===== src/rtl/rf_writeback.sv =====
// rtl/rf_writeback.sv - register file writeback: load FIFO, ALU/load arbiter
// with starvation guard, and pending-load scoreboard.
module rf_writeback #(
  parameter int DATA_W     = 28,
  parameter int ADDR_W     = 4,
  parameter int LQ_DEPTH   = 4,
  parameter int STARVE_MAX = 3
) (
  input  logic                   clk_i,
  input  logic                   rst_i,
  input  logic                   alu_valid_i,
  output logic                   alu_ready_o,
  input  logic [ADDR_W-1:0]      alu_dest_i,
  input  logic [DATA_W-1:0]      alu_data_i,
  input  logic                   ld_valid_i,
  output logic                   ld_ready_o,
  input  logic [ADDR_W-1:0]      ld_dest_i,
  input  logic [DATA_W-1:0]      ld_data_i,
  input  logic                   mark_valid_i,
  input  logic [ADDR_W-1:0]      mark_dest_i,
  output logic [(1<<ADDR_W)-1:0] pend_mask_o,
  output logic                   rf_wen_o,
  output logic [ADDR_W-1:0]      rf_dest_o,
  output logic [DATA_W-1:0]      rf_data_o
);

  localparam int PW   = $clog2(LQ_DEPTH);
  localparam int SW   = $clog2(STARVE_MAX + 1);
  localparam int NREG = 1 << ADDR_W;

  localparam logic [0:0] ALU_PRI  = 1'b0;
  localparam logic [0:0] LD_FORCE = 1'b1;

  logic [ADDR_W-1:0] lq_dest_q [LQ_DEPTH];
  logic [DATA_W-1:0] lq_data_q [LQ_DEPTH];
  logic [PW-1:0]     wr_ptr_q, wr_ptr_d;
  logic [PW-1:0]     rd_ptr_q, rd_ptr_d;
  logic [PW:0]       count_q, count_d;
  logic [0:0]        state_q, state_d;
  logic [SW-1:0]     starve_q, starve_d;
  logic [NREG-1:0]   pend_q, pend_d;
  logic              rf_wen_q, rf_wen_d;
  logic [ADDR_W-1:0] rf_dest_q, rf_dest_d;
  logic [DATA_W-1:0] rf_data_q, rf_data_d;

  logic              lq_empty, lq_full, push, pop, alu_win, win;
  logic [ADDR_W-1:0] head_dest, win_dest;
  logic [DATA_W-1:0] head_data, win_data;

  assign lq_empty    = (count_q == '0);
  assign lq_full     = (count_q == (PW+1)'(LQ_DEPTH));
  assign ld_ready_o  = !lq_full;
  assign alu_ready_o = (state_q == ALU_PRI);
  assign push        = ld_valid_i && !lq_full;
  assign head_dest   = lq_dest_q[rd_ptr_q];
  assign head_data   = lq_data_q[rd_ptr_q];

  // Starvation counter only advances while a load is actually waiting.
  always_comb begin
    alu_win  = 1'b0;
    pop      = 1'b0;
    state_d  = state_q;
    starve_d = starve_q;
    if (state_q == LD_FORCE) begin
      pop      = !lq_empty;
      state_d  = ALU_PRI;
      starve_d = '0;
    end else if (alu_valid_i) begin
      alu_win = 1'b1;
      if (lq_empty) begin
        starve_d = '0;
      end else begin
        starve_d = starve_q + 1'b1;
        if (starve_d == SW'(STARVE_MAX)) state_d = LD_FORCE;
      end
    end else begin
      pop      = !lq_empty;
      starve_d = '0;
    end
  end

  assign win      = alu_win || pop;
  assign win_dest = alu_win ? alu_dest_i : head_dest;
  assign win_data = alu_win ? alu_data_i : head_data;

  always_comb begin
    wr_ptr_d  = push ? wr_ptr_q + 1'b1 : wr_ptr_q;
    rd_ptr_d  = pop ? rd_ptr_q + 1'b1 : rd_ptr_q;
    count_d   = count_q + {{PW{1'b0}}, push} - {{PW{1'b0}}, pop};
    rf_wen_d  = win && (win_dest != '0);
    rf_dest_d = win ? win_dest : rf_dest_q;
    rf_data_d = win ? win_data : rf_data_q;
    pend_d    = pend_q;
    // Set after clear so a same-cycle mark of the popped register survives.
    if (pop) pend_d[head_dest] = 1'b0;
    if (mark_valid_i && (mark_dest_i != '0)) pend_d[mark_dest_i] = 1'b1;
  end

  always_ff @(posedge clk_i or posedge rst_i) begin
    if (rst_i) begin
      wr_ptr_q  <= '0;
      rd_ptr_q  <= '0;
      count_q   <= '0;
      state_q   <= ALU_PRI;
      starve_q  <= '0;
      pend_q    <= '0;
      rf_wen_q  <= 1'b0;
      rf_dest_q <= '0;
      rf_data_q <= '0;
    end else begin
      wr_ptr_q  <= wr_ptr_d;
      rd_ptr_q  <= rd_ptr_d;
      count_q   <= count_d;
      state_q   <= state_d;
      starve_q  <= starve_d;
      pend_q    <= pend_d;
      rf_wen_q  <= rf_wen_d;
      rf_dest_q <= rf_dest_d;
      rf_data_q <= rf_data_d;
    end
  end

  always_ff @(posedge clk_i) begin
    if (push) begin
      lq_dest_q[wr_ptr_q] <= ld_dest_i;
      lq_data_q[wr_ptr_q] <= ld_data_i;
    end
  end

  assign pend_mask_o = pend_q;
  assign rf_wen_o    = rf_wen_q;
  assign rf_dest_o   = rf_dest_q;
  assign rf_data_o   = rf_data_q;

endmodule


===== config.mk =====
export PLATFORM = sky130hd
export DESIGN_NAME = rf_writeback
export DESIGN_NICKNAME = d
export VERILOG_FILES = /design/src/rtl/rf_writeback.sv
export SDC_FILE = /design/constraint.sdc
export NUM_CORES = 1
export LEC_CHECK = 0
export ABC_AREA = 0
export BUFFER_PORTS_ARGS = -buffer_cell sky130_fd_sc_hd__clkbuf_2
export CAP_MARGIN = 30
export CORE_ASPECT_RATIO = 1.5
export CORE_MARGIN = 2
export CORE_UTILIZATION = 40
export DETAILED_ROUTE_END_ITERATION = 10
export MAX_ROUTING_LAYER = met4
export PLACE_DENSITY = 0.64
export SYNTH_ARGS = -nofsm -noshare
export SYNTH_HDL_FRONTEND = slang
export SYNTH_SLANG_ARGS = --single-unit

===== constraint.sdc =====
create_clock -name clk_i -period 1.9 [get_ports clk_i]
set_clock_uncertainty 0.05 [all_clocks]
set_input_delay 0.285 -clock clk_i [delete_from_list [all_inputs] [get_ports clk_i]]
set_output_delay 0.285 -clock clk_i [all_outputs]
set_load 0.03 [all_outputs]

== Yosys cells after proc, flatten, opt, wreduce, memory -nomap -nowiden ==
Memory sizes are Yosys's and may differ from the RTL's.
Index checks and enable logic that the tools add are counted.
Storage, ports and cells
  register bits: 59
  bits in latches: 0
  memory bits (writable): 128
  memory bits (read-only): 0
  output and inout bits: 51
  logic and storage cells: 58
  memories kept: 2
Operators by class
  add/sub/neg operators: 5
  $mul: 0
  div/mod/pow operators: 0
  $lt $le $gt $ge: 4
  eq/ne operators: 2
  shift-type cells: 0
  muxes and demuxes: 21
  bitwise gates (word level): 4
  reduce and logical (&&, ||, !) cells: 11
Memories
  lq_data_q: words 4, bits a word 28, rd ports 1, clocked after Yosys merged registers in 0, wr ports 1, line 35  | logic [DATA_W-1:0] lq_data_q [LQ_DEPTH];
  lq_dest_q: words 4, bits a word 4, rd ports 1, clocked after Yosys merged registers in 0, wr ports 1, line 34  | logic [ADDR_W-1:0] lq_dest_q [LQ_DEPTH];
Operator list (number)
  2-to-1 mux 16 bit: 2
  2-to-1 mux 28 bit: 1
  AND 16 bit: 1
  NOT 16 bit: 1
  bitwise OR 16 bit: 1
  2-to-1 mux 1 bit: 12
  less-than comparator 4 x 5 -> 1 bit, second input constant: 2
  demux 1 bit (select 4 bit): 2
  >= comparator 4 x 1 -> 1 bit, second input constant: 2
  nonzero test 4 bit: 2
  adder 2 x 1 -> 2 bit, second input constant: 3
  2-to-1 mux 2 bit: 3
  logical AND 1 bit: 5
  2-to-1 mux 4 bit: 1
  adder 3 x 1 -> 3 bit: 1
  equality test 3 bit, second input constant: 1
  logical NOT 3 bit: 1
  subtractor 3 x 1 -> 3 bit: 1
  equality test 2 bit, second input constant: 1
  logical NOT 1 bit: 2
  logical OR 1 bit: 1
  NOT 1 bit: 1

== Longest topological paths before layout ==
An unclocked memory read counts as a cell.
  word-level depth: 10
  depth in mapped cells: 11
  depth with buffers taken out: 11

== Least setup slack after synthesis ==
OpenSTA, ideal clock, no wires.
  path kind: flip-flop to flip-flop
  from: reg count_q[1]
  to: reg count_q[2]
  arrival time: 2131 ps
  path slack: -404 ps
  stages on the path, launching flop included: 12
  buffers on the path: 0
  cells stage by stage: dfrtp_1 -> nor2_1 -> nand2_1 -> and2_1 -> inv_1 -> ha_1 -> inv_1 -> ha_1 -> inv_1 -> fa_1 -> xnor2_1 -> xnor2_1
Between the ends
  word-level cells in the longest chain between the ends: 5
RTL lines
  start, declared: line 38  | logic [PW:0] count_q, count_d;
  start signal, assigned: line 113  | count_q <= count_d;
  equality test 3 bit: line 51  | assign lq_full = (count_q == (PW+1)'(LQ_DEPTH));
  logical NOT 1 bit
  via ld_ready_o: line 16  | output logic ld_ready_o,
  logical AND 1 bit: line 54  | assign push = ld_valid_i && !lq_full;
  adder 3 x 1 -> 3 bit: line 89  | count_d = count_q + {{PW{1'b0}}, push} - {{PW{1'b0}}, pop};
  subtractor 3 x 1 -> 3 bit: line 89
  via count_d[2]: line 38
The timed path passes the listed nets, and every way through them passes these cells.
A chain may end at the register's enable or synchronous reset.

== Worst setup path in the final report ==
  from: reg count_q[1]
  to: reg count_q[2]
Between the ends
  word-level cells in the longest chain between the ends: 5
RTL lines (line)
  equality test 3 bit / logical NOT 3 bit (equally long branches): 51, 50
  logical NOT 1 bit, on equally long branches: 54, 65, 77
  logical AND 1 bit / 2-to-1 mux 1 bit (equally long branches): 54, 68
  adder 3 x 1 -> 3 bit / 2-to-1 mux 1 bit (equally long branches): 89, 64
  subtractor 3 x 1 -> 3 bit (*): 89
  via count_d[2]: 38
Mark *: on every way through the listed nets, which the timed path passes. The rest lies on a longest branch.

==> summary.txt <==
Cells and area
  • ANT cells: 0
  • FF/Latch Area: 5325 sq um
  • Most common library cell in the layout ignoring fill and taps: edfxtp_1
  • Fillers: 1,501
  • Share of post-route cells with drive strength above 1: 40.94%
  • NumNets Final: 708
  • Most frequent cells in the layout: edfxtp_1, clkbuf_2, nand2_1, dfrtp_1, nor2_1
  • Area of the multi-input gates: 2014 sq um
  • P&R area growth vs syn: 24.74%
  • Post-Layout Cell Count: 857

Drt
  • DR vias: 4,530
  • Iter 0 DRT Violations: 282
  • WL final: 15.88 mm
  • Antenna Nets Post-Route: 0
  • # DRC: 0
  • Avg Vias per Cell: 5.286
  • DR WL/cell: 18.53 um
  • DRT Pass-1 Iters: 5

Timing
  • Slew margin rel.: 61.18%
  • Hold Vio Cnt, Final: 0
  • Min Tclk post-route: 2.015 ns
  • Setup tns final: -0.2928 ns
  • RSZ-0062 raised after global routing: yes
  • Max Slew Vio Count: 0
  • Fmax: 496.2 MHz
  • Crit share post-route: 106.1%
  • # setup viols final: 9
  • Fin worst setup slack: -0.1152 ns
  • Worst-margin pin slew: 0.5815 ns

Die
  • Die Y-Extent: 170.0 um
  • Die Area: 19,500 sq um
  • Site row count: 60
  • Starting Density: 40.96%
  • Core area: 17,940 sq um
  • Die W: 114.7 um
  • I/O pins: 124

Setup path
  • Startpoint types: register
  • Cell family with most CP delay: adder cells
  • CP max stage cell: dfrtp_2
  • Slowest stage delay, CP: 0.45 ns
  • Worst EP required: 2.17 ns
  • Worst EP arrival: 2.29 ns
  • WP buf/inv: 3
  • Crit path capture type: register
  • CP cell instances: nor2_4, nand2_4, and2_4, inv_2, ha_4, inv_4, ha_4, inv_2, fa_2, xnor2_2, xnor2_1
  • CP Class: reg2reg
  • Critical path peak fanout: 3

CTS
  • CTS Buffer Depth: 2
  • H-Tree Depth: 4
  • Reg clk slew, reported paths: 0.07 ns
  • Root Driver: clkbuf_16
  • Num CTS Buffers: 17
  • TritonCTS clock tree: yes
  • CTS sink count: 187
  • Skew-Pair Late Insertion Delay: 0.44 ns

Hold path
  • Worst Hold Class: in2reg

GRT
  • Grt ovf: 0
  • Vias in the first global route: 4,807
  • Total GRT Usage: 17.37%
  • Pin count of the biggest net entering global routing: 43
  • First-pass GRT wire length: 24.52 mm
  • Initial antenna violation count: 0

Synthesis
  • Adder-cell share of the synthesized area: 1.464%
  • Synth Area in XOR/XNOR: 0.5958%
  • Synth area leader: edfxtp_1
  • Seq cells post-synth: 187
  • Top cells by area, synth: edfxtp_1, dfrtp_1, mux4_2
  • Ys async rst share: 31.55%
  • Syn nets: 552
  • Synth cell types: 38
  • Synth Area in Compound Gates: 4.750%
  • Largest family of logic cells by synthesized area: multiplexers
  • Gate Count Post-Synth: 471
  • Post-synth EDFFs: 128
  • Avg Cell Area, Syn: 15.60 sq um
  • Simple-Gate Fraction of Synth Area: 8.870%
  • Post-synthesis cell area: 7350 sq um
  • Yosys top cell area share: 52.30%
  • YS warnings: 0
  • Post-synthesis mux area share: 9.959%
  • Sequential-to-total area share from yosys stat: 72.39%
  • Ys flop type: edfxtp_1

Outcome
  • Status: complete, but fails checks
  • Failing checks: negative setup slack

Pwr
  • Pwr Density: 1659 nW/um^2
  • VDD IR-drop max: 919.1 uV
  • Leak: 3.607 nW

Place
  • RePlAce Congestion: 0.7879
  • Dpl cells: 816
  • Final HPWL from detailed placement: 10.70 mm
  • Port buffer count: 123

Run
  • Max Cap Viol: 0
-- worst reg2reg max path: cells and delay by family (launching register included) --
kind / cells / cell delay (ns)
XOR/XNOR: 2 / 0.27
buffers and inverters: 3 / 0.14
flip-flops: 1 / 0.45
adder cells (fa/ha/maj): 3 / 0.65
AND/OR/NAND/NOR: 3 / 0.34
-- cells by family after synthesis --
kind of cell / Yosys count
AO/OA/AOI/OAI: 55
XOR/XNOR: 5
adder cells (fa/ha/maj): 8
buffers and inverters: 35
flip-flops: 187
multiplexers: 33
AND/OR/NAND/NOR: 148
-- cell usage after synthesis, types with 2 or more instances --
cell	number
nor2_1	37
nor3_1	3
nand2b_1	2
nand3_1	4
inv_1	10
a31oi_1	32
clkbuf_1	19
or4b_4	2
o21ai_0	5
a32o_1	3
and3_1	5
o31ai_1	4
ha_1	7
nand4_1	2
o21ai_1	8
mux4_2	32
edfxtp_1	128
nor2b_1	2
dfrtp_1	59
xnor2_1	4
nand2_1	82
buf_2	5
-- path summary, 6_finish.rpt --
path	startpoint	endpoint	slack (ns)	cells past startpoint
worst max-delay path	count_q[1]$_DFF_PP0_	count_q[2]$_DFF_PP0_	-0.12	11
worst max register to register	count_q[1]$_DFF_PP0_	count_q[2]$_DFF_PP0_	-0.12	11
min in group asynchronous	rst_i	rf_data_o[1]$_DFFE_PP0P_	0.40	3
worst min-delay path	ld_data_i[16]	lq_data_q[2][16]$_DFFE_PP_	0.02	1
max in group asynchronous	rst_i	rf_data_o[17]$_DFFE_PP0P_	0.76	4
worst min register to register	starve_q[0]$_DFF_PP0_	starve_q[0]$_DFF_PP0_	0.39	1
-- state kept, by name (all words and copies together) (netlist names) --
| register | flops |
|---|---|
| pend_mask_o | 16 |
| count_q | 3 |
| rf_data_o | 28 |
| rf_wen_o | 1 |
| lq_data_q | 112 |
| rf_dest_o | 4 |
| wr_ptr_q | 2 |
| state_q | 1 |
| lq_dest_q | 16 |
| rd_ptr_q | 2 |
| starve_q | 2 |
-- metal layers --
metal | routed length [um] | GRT usage [%] | vias to the layer above
met1 | 6033 | 18.33 | 2282
met3 | 732 | 4.274 | 25
met4 | 363 | 7.423 | 0
met5 | 0 | - | -
met2 | 8752 | 30.64 | 138
li1 | - | - | 2085
-- metrics by stage --
step | worst slack (ns) | hold WS [ns] | cell area, sq um | utilization [%] | power (W)
2_1_floorplan | -0.1776 | 0.3311 | 7416 | - | 0.009824
3_3_place_gp | -0.06208 | 0.3032 | 8469 | 47.20 | 0.01151
3_5_place_dp | -0.1503 | 0.3259 | 8469 | 47.20 | 0.01171
4_1_cts | -0.1121 | 0.001166 | 9077 | 50.59 | 0.01516
5_1_grt | -0.1744 | 0.003614 | 9168 | 51.09 | 0.01602
6_report | -0.1152 | 0.01788 | 9168 | 51.09 | 0.01520
-- final cells by class --
class                   count  area share (%)
well taps                 217           2.962
clock buffers              17           4.640
multi-input cells         249           21.97
inverters                  10          0.4367
flip-flops and latches    187           58.09
clock inverters            15           1.419
repair buffers            162           10.48
-- power breakdown --
group / internal [W] / total (W) / leakage [nW] / switching, W
combinational: 0.00232 / 0.00576 / 1.48 / 0.00344
sequential: 0.00556 / 0.00608 / 1.86 / 0.000524
clock: 0.00172 / 0.00336 / 0.274 / 0.00163
-- repair_timing --
item	in CTS	in global routing
setup endpoints to repair	8	22
resized for setup	4	21
setup buffers	3	5
pin swaps	6	7
hold endpoints to repair	26	0
hold buffers	2	0
No activity file was read; power rests on OpenSTA's default activity.
